<file path="src/rtl/ucie_ctl_tx_gen2_pkg.sv">
// Shared types and constants for the UCIe controller TX datapath.
// Latency: n/a (types, constants and a parity helper only).
// Backpressure: n/a.
// Contents: tx_state_t FSM encoding, LSTS_ACTIVE link-state code,
//           byte_even_par() helper used when per-byte parity is built in.
package ucie_ctl_pkg;

  // Encodings are visible on o_tx_state for debug, so keep them fixed.
  typedef enum logic [1:0] {
    IDLE   = 2'b00,
    ACTIVE = 2'b01,
    DRAIN  = 2'b10,
    FLUSH  = 2'b11
  } tx_state_t;

  // FDI pl_state_sts code for the Active link state.
  localparam logic [3:0] LSTS_ACTIVE = 4'b0001;

  // Even parity bit for one byte: set when the byte has an odd number of ones,
  // so that byte plus parity bit always carry an even count.
  function automatic logic byte_even_par(input logic [7:0] b);
    return ^b;
  endfunction

endpackage

</file>
<file path="src/rtl/ucie_ctl_tx_gen2_if.sv">
// FDI/RDI handshake bundle plus status outputs of the TX datapath.
// Latency: n/a (wires only).
// Backpressure: o_fdi_pl_trdy toward the adapter, i_rdi_pl_trdy from the PHY.
// Modports: slave = TX block view, master = adapter/PHY (or bench) view.
// Optional: UCIE_CTL_TX_PARITY_EN adds o_rdi_lp_dpar.
interface ucie_ctl_tx_gen2_if #(
  parameter int FIFO_D_SIZE = 64,
  parameter int FIFO_P_SIZE = 3
);

  logic [3:0]             i_fdi_pl_state_sts;
  logic                   i_fdi_lp_valid;
  logic                   i_fdi_lp_irdy;
  logic [FIFO_D_SIZE-1:0] i_fdi_lp_data;
  logic                   o_fdi_pl_trdy;
  logic                   i_rdi_pl_trdy;
  logic                   o_rdi_lp_valid;
  logic                   o_rdi_lp_irdy;
  logic [FIFO_D_SIZE-1:0] o_rdi_lp_data;
  logic                   o_tx_overf_err;
  logic [FIFO_P_SIZE:0]   o_tx_level;
  logic [1:0]             o_tx_state;
`ifdef UCIE_CTL_TX_PARITY_EN
  logic [FIFO_D_SIZE/8-1:0] o_rdi_lp_dpar;
`endif

  modport slave (
    input  i_fdi_pl_state_sts, i_fdi_lp_valid, i_fdi_lp_irdy, i_fdi_lp_data,
    input  i_rdi_pl_trdy,
    output o_fdi_pl_trdy, o_rdi_lp_valid, o_rdi_lp_irdy, o_rdi_lp_data,
`ifdef UCIE_CTL_TX_PARITY_EN
    output o_rdi_lp_dpar,
`endif
    output o_tx_overf_err, o_tx_level, o_tx_state
  );

  modport master (
    output i_fdi_pl_state_sts, i_fdi_lp_valid, i_fdi_lp_irdy, i_fdi_lp_data,
    output i_rdi_pl_trdy,
    input  o_fdi_pl_trdy, o_rdi_lp_valid, o_rdi_lp_irdy, o_rdi_lp_data,
`ifdef UCIE_CTL_TX_PARITY_EN
    input  o_rdi_lp_dpar,
`endif
    input  o_tx_overf_err, o_tx_level, o_tx_state
  );

endinterface

</file>
<file path="src/rtl/ucie_ctl_tx_sync_fifo.sv">
// Single-clock first-word-fall-through FIFO with an explicit level counter.
// Latency: a pushed word is visible on o_head_data the cycle after the push edge.
// Backpressure: push ignored when full unless a pop frees a slot the same cycle.
// Ports: i_clk, i_rst (sync, active-low), i_push/i_push_data, i_pop, i_flush,
//        o_head_data, o_level (0..depth), o_full, o_empty.
module ucie_ctl_tx_sync_fifo #(
  parameter int WIDTH  = 64,
  parameter int P_SIZE = 3
) (
  input  logic              i_clk,
  input  logic              i_rst,
  input  logic              i_push,
  input  logic [WIDTH-1:0]  i_push_data,
  input  logic              i_pop,
  input  logic              i_flush,
  output logic [WIDTH-1:0]  o_head_data,
  output logic [P_SIZE:0]   o_level,
  output logic              o_full,
  output logic              o_empty
);

  localparam int DEPTH = 1 << P_SIZE;
  localparam int LVL_W = P_SIZE + 1;

  logic [WIDTH-1:0]  mem [DEPTH];
  logic [P_SIZE-1:0] wptr_q;
  logic [P_SIZE-1:0] rptr_q;
  logic [P_SIZE:0]   level_q;
  logic              do_push;
  logic              do_pop;

  assign o_full  = (level_q == LVL_W'(DEPTH));
  assign o_empty = (level_q == '0);

  assign do_pop  = i_pop & ~o_empty;
  assign do_push = i_push & (~o_full | do_pop);

  // Pointers are exactly P_SIZE bits wide, so increment wraps modulo depth.
  // Full/empty come from level_q because equal pointers alone are ambiguous.
  always_ff @(posedge i_clk) begin
    if (!i_rst) begin
      wptr_q  <= '0;
      rptr_q  <= '0;
      level_q <= '0;
    end else if (i_flush) begin
      wptr_q  <= '0;
      rptr_q  <= '0;
      level_q <= '0;
    end else begin
      if (do_push) wptr_q <= wptr_q + 1'b1;
      if (do_pop)  rptr_q <= rptr_q + 1'b1;
      case ({do_push, do_pop})
        2'b10:   level_q <= level_q + 1'b1;
        2'b01:   level_q <= level_q - 1'b1;
        default: level_q <= level_q;
      endcase
    end
  end

  // Storage is not reset; stale words sit behind the pointers and are never shown
  // as valid.
  always_ff @(posedge i_clk) begin
    if (do_push) mem[wptr_q] <= i_push_data;
  end

  assign o_head_data = mem[rptr_q];
  assign o_level     = level_q;

endmodule

</file>
<file path="src/rtl/ucie_ctl_tx_gen2.sv">
// UCIe controller TX datapath: FDI flits buffered in a FWFT FIFO, forwarded to RDI.
// Latency: flit accepted at edge N is offered on RDI from cycle N+1.
// Backpressure: o_fdi_pl_trdy drops at level >= depth-AFULL_MARGIN or outside ACTIVE;
//               RDI side holds the head flit until i_rdi_pl_trdy.
// Ports: i_clk, i_rst (sync, active-low), bus (ucie_ctl_tx_gen2_if.slave).
// Optional: UCIE_CTL_TX_PARITY_EN stores per-byte even parity and drives o_rdi_lp_dpar.
module ucie_ctl_tx_gen2
  import ucie_ctl_pkg::*;
#(
  parameter int FIFO_D_SIZE   = 64,
  parameter int FIFO_P_SIZE   = 3,
  parameter int AFULL_MARGIN  = 2,
  parameter int UCIE_ACTIVE   = 1,
  parameter int DRAIN_ON_EXIT = 1
) (
  input  logic               i_clk,
  input  logic               i_rst,
  ucie_ctl_tx_gen2_if.slave  bus
);

  localparam int DEPTH = 1 << FIFO_P_SIZE;
  localparam int LVL_W = FIFO_P_SIZE + 1;
`ifdef UCIE_CTL_TX_PARITY_EN
  localparam int PAR_W  = FIFO_D_SIZE / 8;
  localparam int FIFO_W = FIFO_D_SIZE + PAR_W;
`else
  localparam int FIFO_W = FIFO_D_SIZE;
`endif
  localparam logic [LVL_W-1:0] AFULL_THR = LVL_W'(DEPTH - AFULL_MARGIN);

  tx_state_t         state_q;
  tx_state_t         state_d;
  logic              act;
  logic              fdi_trdy;
  logic              rdi_send;
  logic              push;
  logic              pop;
  logic              flush;
  logic              ovf_hit;
  logic              overf_err_q;
  logic [FIFO_W-1:0] push_dat;
  logic [FIFO_W-1:0] head_dat;
  logic [LVL_W-1:0]  level;
  logic              fifo_full;
  logic              fifo_empty;

  assign act = (bus.i_fdi_pl_state_sts == LSTS_ACTIVE) || (UCIE_ACTIVE == 0);

  // Both handshake outputs decode registered state only; nothing from the
  // adapter or PHY inputs reaches them combinationally.
  assign fdi_trdy = (state_q == ACTIVE) && (level < AFULL_THR);
  assign rdi_send = ((state_q == ACTIVE) || (state_q == DRAIN)) && !fifo_empty;

  assign push = bus.i_fdi_lp_valid & bus.i_fdi_lp_irdy & fdi_trdy;
  assign pop  = rdi_send & bus.i_rdi_pl_trdy;

  // A write attempt into a full FIFO while ACTIVE is an adapter protocol error;
  // a pop in the same cycle does not excuse it.
  assign ovf_hit = bus.i_fdi_lp_valid & bus.i_fdi_lp_irdy & (state_q == ACTIVE) & fifo_full;

  // Clear the FIFO on the edge entering FLUSH so level already reads 0 while in
  // FLUSH; FLUSH itself can neither push nor pop.
  assign flush = (state_d == FLUSH);

  always_comb begin
    state_d = state_q;
    case (state_q)
      IDLE: begin
        if (act) state_d = ACTIVE;
      end
      ACTIVE: begin
        if (!act) begin
          if ((DRAIN_ON_EXIT != 0) && !fifo_empty) state_d = DRAIN;
          else                                     state_d = FLUSH;
        end
      end
      DRAIN: begin
        // Returning to Active keeps the remaining flits queued.
        if (act)             state_d = ACTIVE;
        else if (fifo_empty) state_d = IDLE;
      end
      FLUSH: begin
        state_d = IDLE;
      end
      default: begin
        state_d = IDLE;
      end
    endcase
  end

  always_ff @(posedge i_clk) begin
    if (!i_rst) begin
      state_q     <= IDLE;
      overf_err_q <= 1'b0;
    end else begin
      state_q <= state_d;
      if (ovf_hit) overf_err_q <= 1'b1;
    end
  end

`ifdef UCIE_CTL_TX_PARITY_EN
  logic [PAR_W-1:0] push_par;

  always_comb begin
    push_par = '0;
    for (int b = 0; b < PAR_W; b++) begin
      push_par[b] = byte_even_par(bus.i_fdi_lp_data[8*b +: 8]);
    end
  end

  assign push_dat          = {push_par, bus.i_fdi_lp_data};
  assign bus.o_rdi_lp_data = head_dat[FIFO_D_SIZE-1:0];
  // Gated with valid so the parity lanes read 0 whenever nothing is offered.
  assign bus.o_rdi_lp_dpar = rdi_send ? head_dat[FIFO_W-1:FIFO_D_SIZE] : '0;
`else
  assign push_dat          = bus.i_fdi_lp_data;
  assign bus.o_rdi_lp_data = head_dat;
`endif

  ucie_ctl_tx_sync_fifo #(
    .WIDTH  (FIFO_W),
    .P_SIZE (FIFO_P_SIZE)
  ) u_fifo (
    .i_clk       (i_clk),
    .i_rst       (i_rst),
    .i_push      (push),
    .i_push_data (push_dat),
    .i_pop       (pop),
    .i_flush     (flush),
    .o_head_data (head_dat),
    .o_level     (level),
    .o_full      (fifo_full),
    .o_empty     (fifo_empty)
  );

  assign bus.o_fdi_pl_trdy  = fdi_trdy;
  assign bus.o_rdi_lp_valid = rdi_send;
  assign bus.o_rdi_lp_irdy  = rdi_send;
  assign bus.o_tx_overf_err = overf_err_q;
  assign bus.o_tx_level     = level;
  assign bus.o_tx_state     = state_q;

endmodule

</file>
<file path="src/flat_wrapper.sv">
// flat-port wrapper written by rule: the top's interface ports become plain ports
module ucie_ctl_tx_gen2_flat import ucie_ctl_pkg::*;
#(
  parameter int FIFO_D_SIZE   = 64,
  parameter int FIFO_P_SIZE   = 3,
  parameter int AFULL_MARGIN  = 2,
  parameter int UCIE_ACTIVE   = 1,
  parameter int DRAIN_ON_EXIT = 1
)
  (i_clk, i_rst, bus_i_fdi_pl_state_sts, bus_i_fdi_lp_valid, bus_i_fdi_lp_irdy, bus_i_fdi_lp_data, bus_i_rdi_pl_trdy, bus_o_fdi_pl_trdy, bus_o_rdi_lp_valid, bus_o_rdi_lp_irdy, bus_o_rdi_lp_data, bus_o_tx_overf_err, bus_o_tx_level, bus_o_tx_state);
  ucie_ctl_tx_gen2_if #(.FIFO_D_SIZE(FIFO_D_SIZE), .FIFO_P_SIZE(FIFO_P_SIZE)) bus_i ();
  input  logic i_clk;
  input  logic i_rst;
  input wire logic [$bits(bus_i.i_fdi_pl_state_sts)-1:0] bus_i_fdi_pl_state_sts;
  input wire logic [$bits(bus_i.i_fdi_lp_valid)-1:0] bus_i_fdi_lp_valid;
  input wire logic [$bits(bus_i.i_fdi_lp_irdy)-1:0] bus_i_fdi_lp_irdy;
  input wire logic [$bits(bus_i.i_fdi_lp_data)-1:0] bus_i_fdi_lp_data;
  input wire logic [$bits(bus_i.i_rdi_pl_trdy)-1:0] bus_i_rdi_pl_trdy;
  output wire logic [$bits(bus_i.o_fdi_pl_trdy)-1:0] bus_o_fdi_pl_trdy;
  output wire logic [$bits(bus_i.o_rdi_lp_valid)-1:0] bus_o_rdi_lp_valid;
  output wire logic [$bits(bus_i.o_rdi_lp_irdy)-1:0] bus_o_rdi_lp_irdy;
  output wire logic [$bits(bus_i.o_rdi_lp_data)-1:0] bus_o_rdi_lp_data;
  output wire logic [$bits(bus_i.o_tx_overf_err)-1:0] bus_o_tx_overf_err;
  output wire logic [$bits(bus_i.o_tx_level)-1:0] bus_o_tx_level;
  output wire logic [$bits(bus_i.o_tx_state)-1:0] bus_o_tx_state;
  assign bus_i.i_fdi_pl_state_sts = bus_i_fdi_pl_state_sts;
  assign bus_i.i_fdi_lp_valid = bus_i_fdi_lp_valid;
  assign bus_i.i_fdi_lp_irdy = bus_i_fdi_lp_irdy;
  assign bus_i.i_fdi_lp_data = bus_i_fdi_lp_data;
  assign bus_i.i_rdi_pl_trdy = bus_i_rdi_pl_trdy;
  assign bus_o_fdi_pl_trdy = bus_i.o_fdi_pl_trdy;
  assign bus_o_rdi_lp_valid = bus_i.o_rdi_lp_valid;
  assign bus_o_rdi_lp_irdy = bus_i.o_rdi_lp_irdy;
  assign bus_o_rdi_lp_data = bus_i.o_rdi_lp_data;
  assign bus_o_tx_overf_err = bus_i.o_tx_overf_err;
  assign bus_o_tx_level = bus_i.o_tx_level;
  assign bus_o_tx_state = bus_i.o_tx_state;
  ucie_ctl_tx_gen2 #(.FIFO_D_SIZE(FIFO_D_SIZE), .FIFO_P_SIZE(FIFO_P_SIZE), .AFULL_MARGIN(AFULL_MARGIN), .UCIE_ACTIVE(UCIE_ACTIVE), .DRAIN_ON_EXIT(DRAIN_ON_EXIT)) u_core (.i_clk(i_clk), .i_rst(i_rst), .bus(bus_i));
endmodule
</file>
<file path="config.mk">
export PLATFORM = sky130hd
export DESIGN_NAME = ucie_ctl_tx_gen2_flat
export DESIGN_NICKNAME = d
export VERILOG_FILES = /design/src/rtl/ucie_ctl_tx_gen2_pkg.sv /design/src/rtl/ucie_ctl_tx_gen2_if.sv /design/src/rtl/ucie_ctl_tx_sync_fifo.sv /design/src/rtl/ucie_ctl_tx_gen2.sv /design/src/flat_wrapper.sv
export SDC_FILE = /design/constraint.sdc
export NUM_CORES = 1
export LEC_CHECK = 0
export BUFFER_PORTS_ARGS = -buffer_cell sky130_fd_sc_hd__buf_2
export CORE_MARGIN = 5
export CORE_UTILIZATION = 45
export CTS_BUF_LIST = sky130_fd_sc_hd__clkbuf_16
export CTS_CLUSTER_DIAMETER = 120
export CTS_CLUSTER_SIZE = 12
export DETAILED_ROUTE_END_ITERATION = 16
export SKIP_CTS_REPAIR_TIMING = 1
export SYNTH_ARGS = -nofsm -noshare
export SYNTH_HDL_FRONTEND = slang
export SYNTH_SLANG_ARGS = --single-unit
</file>
<file path="constraint.sdc">
create_clock -name i_clk -period 7 [get_ports i_clk]
set_input_delay 0.35 -clock i_clk [delete_from_list [all_inputs] [get_ports i_clk]]
set_output_delay 0.35 -clock i_clk [all_outputs]
set_load 0.02 [all_outputs]
</file>
==> impl_results.md, run 1 <==
* Nets@finish at 1,101
* Crit path max fanout at 65
* Routed WL at 40,300 µm
* Warnings, synthesis at 0
* Die Span Y at 221 µm
* Nature of the critical path endpoint: output port
* Most frequent cells in the layout: edfxtp_1 (512), buf_2 (146), mux4_2 (128)
* Final hold slack at 43.8 ps
* Internal Power at 4.73 mW
* Worst setup path category: flip-flop to output port
* Reg clk slew, reported paths at 60 ps
* Max Buffers Root-to-Sink at 3
* IO Count at 147
* TNS Setup at 0 ps
* Worst reg-to-reg setup slack at 3780 ps
* Period utilization at 0.542
* Placed Cells incl. Taps at 1,561
* Global-route wire length before repair at 61,700 µm
* Min-Delay Endpoint: u_core.u_fifo.mem[1][25]
* Worst EP arrival at 3450 ps
* H-tree lvl count at 2
* Util after Layout at 0.517
* Final Instance Area at 0.0229 mm²
* Drt drc at 0
* Vias in the first global route at 9,806
* Sequential fraction of the synthesis area at 0.781
* Area grow syn2layout at 13.8%
* GRT Residual Overflow at 0
* Avg Cell Area, Syn at 23.8 µm²
* Total number of vias at 9,003
* Max Slew Vio Count at 0
* Syn_nets at 927
* Crit Reg-Reg Endpoint: u_core.u_fifo.mem[2][39]
* Final setup margin at 3200 ps
* Post-synth ARST share at 0
* Status: completed
* Num CTS Buffers at 49
* PD cells at 255 mW/mm²
* TritonCTS clock tree: built
* Critical Path RT at 6650 ps
* Psw at 1.10 mW
* VDD IR-drop max at 139 µV
* Hold Crit Start: bus_i_fdi_lp_data[25]
* Core area at 0.0442 mm²
* Synth cell types at 43
* Clk_skew at 13.5 ps
* Place WS at 3690 ps
* Hold Crit Class: primary input to flip-flop
* Wire length per cell at 24.8 µm
* Leakage at 7.17 nW
* Cells after Synth at 846
* R2R depth at 5
* Layout cells sized above 1 at 0.411
* GPL Wtd Cong at 0.751
* Placed cell area at 0.0216 mm²
* Fmax at 0.263 GHz
* Final Non-Filler Cells at 1,624
* Reg-to-Reg Start: u_core.bus.o_tx_state[0]
* Initial antenna violation count at 10
* Hold Path Stages at 1
* Number of synthesized flops with an enable pin at 512
* Initial DRC Count at 687
* Worst Tran Pin Value at 1220 ps
* Crit path time final at 3800 ps
* Via density at 5.54
* Post-DP HPWL at 21,100 µm
* Final hold vios at 0
* Clk sinks at 528
* Combinational cell fraction of total power at 0.014
* Row cnt at 77
* Clk Latency, worst-skew pair at 570 ps
* Startpoint types: flip-flop
* Gr usage total at 0.165
* Setup violations, final at 0
* Die Outline Area at 0.0490 mm²
* Most common cell after layout, fill and taps aside: edfxtp_1
* Die W at 221 µm
* Slew margin rel. at 0.186
* Clk pwr share at 0.391
* Initial core utilization at 0.454
* Root buffer cell: clkbuf_16
* Pre-antenna DRT Iters at 4
* Sequential Power Share at 0.595
* Number of max-cap violations at 0
* Synth Cell Area at 0.0201 mm²
* Register bit count reported by yosys at 528
* Largest net degree at the start of global routing at 110
* Switch share at 0.189
* Port Buf Inserts at 146
* RSZ-0062 raised after global routing: false
* Routed Antenna Nets at 0
* Top_reg_cell synth: edfxtp_1
* Overall power at 5.83 mW
cell families after synthesis:
kind of cell,share of synthesized area
simple gates,0.0126
flops,0.781
mux,0.181
buf+inv,0.00977
xor+xnor,0.00174
compound gates,0.00878
fa+ha+maj,0.00535
final cells by class:
cell class	count	area, µm²
fillers	3433	21300
flip-flops and latches	528	15700
multi-input cells	273	4260
clock buffers	49	1230
repair buffers	161	856
well taps	592	741
clock inverters	11	51.3
inverters	7	26.3
diodes	3	7.51
metal layers:
metal,track usage,vias to the layer above,share of wire
li1,-,3922,-
met1,0.226,4805,0.44
met2,0.269,195,0.49
met3,0.0374,69,0.048
met4,0.0482,12,0.022
met5,0,-,0.0018
Yosys cell counts, drive strengths merged, types with 2 or more instances:
cell type	n	area, µm²
a211oi	6	55.1
a21o	3	22.5
a21oi	2	10.0
a31oi	2	12.5
and2	3	18.8
buf	17	91.3
clkbuf	21	78.8
dfxtp	16	320
edfxtp	512	15400
ha	7	87.6
inv	7	26.3
mux2	64	721
mux2i	3	30.0
mux4	128	2880
nand2	4	15.0
nand2b	2	12.5
nand3	5	25.0
nor2	7	26.3
nor3	11	55.1
nor4b	3	41.3
o21ai	5	25.0
xor2	3	26.3
power groups by stage:
stage	Sequential [mW]	Combinational (mW)	Clock, mW
final	3.47	0.0814	2.28
after global placement	3.53	0.0787	0
after CTS	3.47	0.0825	2.35
after floorplan	3.54	0.0197	0
after global routing	3.46	0.0905	2.48
after detailed placement	3.53	0.0823	0
critical path: stages (launching register included):
cell	delay (ps)
dfxtp_4	1000
buf_4	910
mux4_2	430
mux2_2	310
buf_2	170
state kept, by name (all words and copies together) (netlist names), named ones only:
| name | flops |
|---|---|
| u_core.u_fifo.wptr_q | 3 |
| u_core.bus.o_tx_overf_err | 1 |
| u_core.u_fifo.mem | 512 |
| u_core.u_fifo.o_level | 4 |
| u_core.bus.o_tx_state | 2 |
| u_core.u_fifo.rptr_q | 3 |
worst max path at each step:
stage | startpoint | endpoint | slack (ps) | depth (start not counted)
global route | flip-flop | bus_o_rdi_lp_data[8] | 3030 | 4
floorplan | u_core.bus.o_tx_state[0] | u_core.u_fifo.mem[0][0] | 820 | 4
CTS | flip-flop | bus_o_rdi_lp_data[4] | 3090 | 4
finish | flip-flop | bus_o_rdi_lp_data[20] | 3200 | 4
global placement | flip-flop | bus_o_rdi_lp_data[4] | 3690 | 4
detailed placement | u_core.bus.o_tx_state[0] | u_core.u_fifo.mem[2][25] | 3690 | 5
Power figures use the tool's default switching activity.
==> run 2, diff against run 1 <==
clock period = 3.48 ns   (was 7 ns; I/O delays follow)
==> run 2 against run 1 <==
Against the previous run: non-clock buffer count increased by 70; power increased by 100%; clock power rose by 99%; sequential share of layout area is 2.2 points lower; worst setup slack got worse by 2400 ps; core utilization is 1.8 points higher; first-iteration DRC count is 2.5% higher; clock skew increased by 3.5 ps; sequential power rose by 100%; worst hold slack lost 33 ps; highest routed layer is now met4; sequential cell count unchanged.
==> impl_results.md, run 2 (synthesis results as in run 1) <==
* Status: completed
* H-tree lvl count at 2
* Port Buf Inserts at 146
* Most common cell after layout, fill and taps aside: edfxtp_1
* Wire length per cell at 22.9 µm
* Fmax at 0.371 GHz
* Pre-antenna DRT Iters at 4
* Largest net degree at the start of global routing at 65
* Reg clk slew, reported paths at 70 ps
* Root buffer cell: clkbuf_16
* Highest routed layer: met4
* Reg-to-Reg Start: u_core.bus.o_tx_state[0]
* Largest register FFs at 512
* Critical Path RT at 3310 ps
* Worst EP arrival at 2520 ps
* Met3 wire length at 1760 µm
* Crit path time final at 2700 ps
* Clk Latency, worst-skew pair at 570 ps
* Clk sinks at 528
* Largest Register: u_core.u_fifo.mem
* Global-route wire length before repair at 59,600 µm
* Post-DP HPWL at 20,800 µm
* Final Instance Area at 0.0237 mm²
* Most frequent cells in the layout: edfxtp_1 (512), buf_2 (146), mux4_2 (128)
* Initial antenna violation count at 3
* Family with the most delay on the worst path: buffers and inverters
* Core area at 0.0442 mm²
* Die Outline Area at 0.0490 mm²
* Vias in the first global route at 9,771
* Worst path cell trace: buf_4 -> mux4_2 -> mux2_2 -> buf_2
* Worst path bufs/invs at 2
* Final hold slack at 10.4 ps
* Leakage at 7.48 nW
* PD cells at 496 mW/mm²
* RSZ-0062 raised after global routing: false
* Initial core utilization at 0.454
* DRT met1 WL at 17,100 µm
* Gr usage total at 0.158
* Layout cells sized above 1 at 0.389
* Placed Cells incl. Taps at 1,567
* Area grow syn2layout at 17.7%
* Row cnt at 77
* Hold Crit Class: primary input to flip-flop
* Clk_skew at 16.9 ps
* Via density at 5.35
* GPL Wtd Cong at 0.723
* Placed cell area at 0.0217 mm²
* Crit path max fanout at 37
* Nature of the critical path endpoint: output port
* Period utilization at 0.775
* Max Slew Vio Count at 0
* Multi-input gate area at 0.00427 mm²
* Nets@finish at 1,171
* FF/Latch Area at 0.0157 mm²
* Util after Layout at 0.535
* Routed Antenna Nets at 0
* Slew margin rel. at 0.221
* Num CTS Buffers at 49
* Die Span Y at 221 µm
* Overall power at 11.7 mW
* Setup violations, final at 0
* Worst Tran Pin Value at 1170 ps
* TritonCTS clock tree: built
* Die W at 221 µm
* Fillers at 3,395
* Startpoint types: flip-flop
* Drt drc at 0
* Worst setup path category: flip-flop to output port
* IO Count at 147
* Max stage delay on crit path at 540 ps
* Final Non-Filler Cells at 1,694
* Routed WL at 38,900 µm
* Crit-path slowest cell: dfxtp_4
* Final hold vios at 0
* Total number of vias at 9,068
* Initial DRC Count at 704
* Hold Crit Start: bus_i_fdi_pl_state_sts[2]
* GRT Residual Overflow at 0
* Number of max-cap violations at 0
* Met2 wire len at 19,100 µm
* VDD IR-drop max at 416 µV
* Max Buffers Root-to-Sink at 3
[run 2: metal layers]
metal	vias to the layer above	global-route usage
met5	-	0
met4	0	0.0440
met3	53	0.0383
met2	175	0.263
met1	4777	0.211
li1	4063	-
[run 2: cell type report]
type | count | share of cell area
tap | 592 | 0.0313
antenna | 4 | 0.000423
clock buffer | 49 | 0.0518
timing repair buffer | 231 | 0.0689
inverter | 7 | 0.00111
clock inverter | 10 | 0.00159
sequential | 528 | 0.664
multi-input combinational | 273 | 0.181
[run 2: worst register-to-register path, cell delays in order, from the launching register on]
cell and delay (ps):
dfxtp_1 410, inv_1 90, ha_1 280, o41a_1 260, o211ai_1 220, inv_2 170, ha_1 240, a21o_1 200
a211oi_1 250, mux2i_1 100, a211oi_1 240
[run 2: stage by stage]
step | TNS [ps] | setup WS [ps]
2_1_floorplan | -173040 | -976
3_3_place_gp | 0 | 1020
3_5_place_dp | 0 | 943
4_1_cts | 0 | 685
5_1_grt | 0 | 641
6_report | 0 | 782
[run 2: worst paths after layout]
kind / to / slack, ps / cells after the start
max: bus_o_rdi_lp_data[50] / 780 / 4
min: u_core.bus.o_tx_state[0] / 10 / 4
max reg2reg: u_core.u_fifo.o_level[3] / 910 / 10
min reg2reg: u_core.bus.o_tx_overf_err / 500 / 2
[run 2: where the power goes]
part	total (mW)	internal, mW	switching, mW
clock	4.54	2.48	2.06
combinational	0.225	0.100	0.125
sequential	6.97	6.97	0.00312
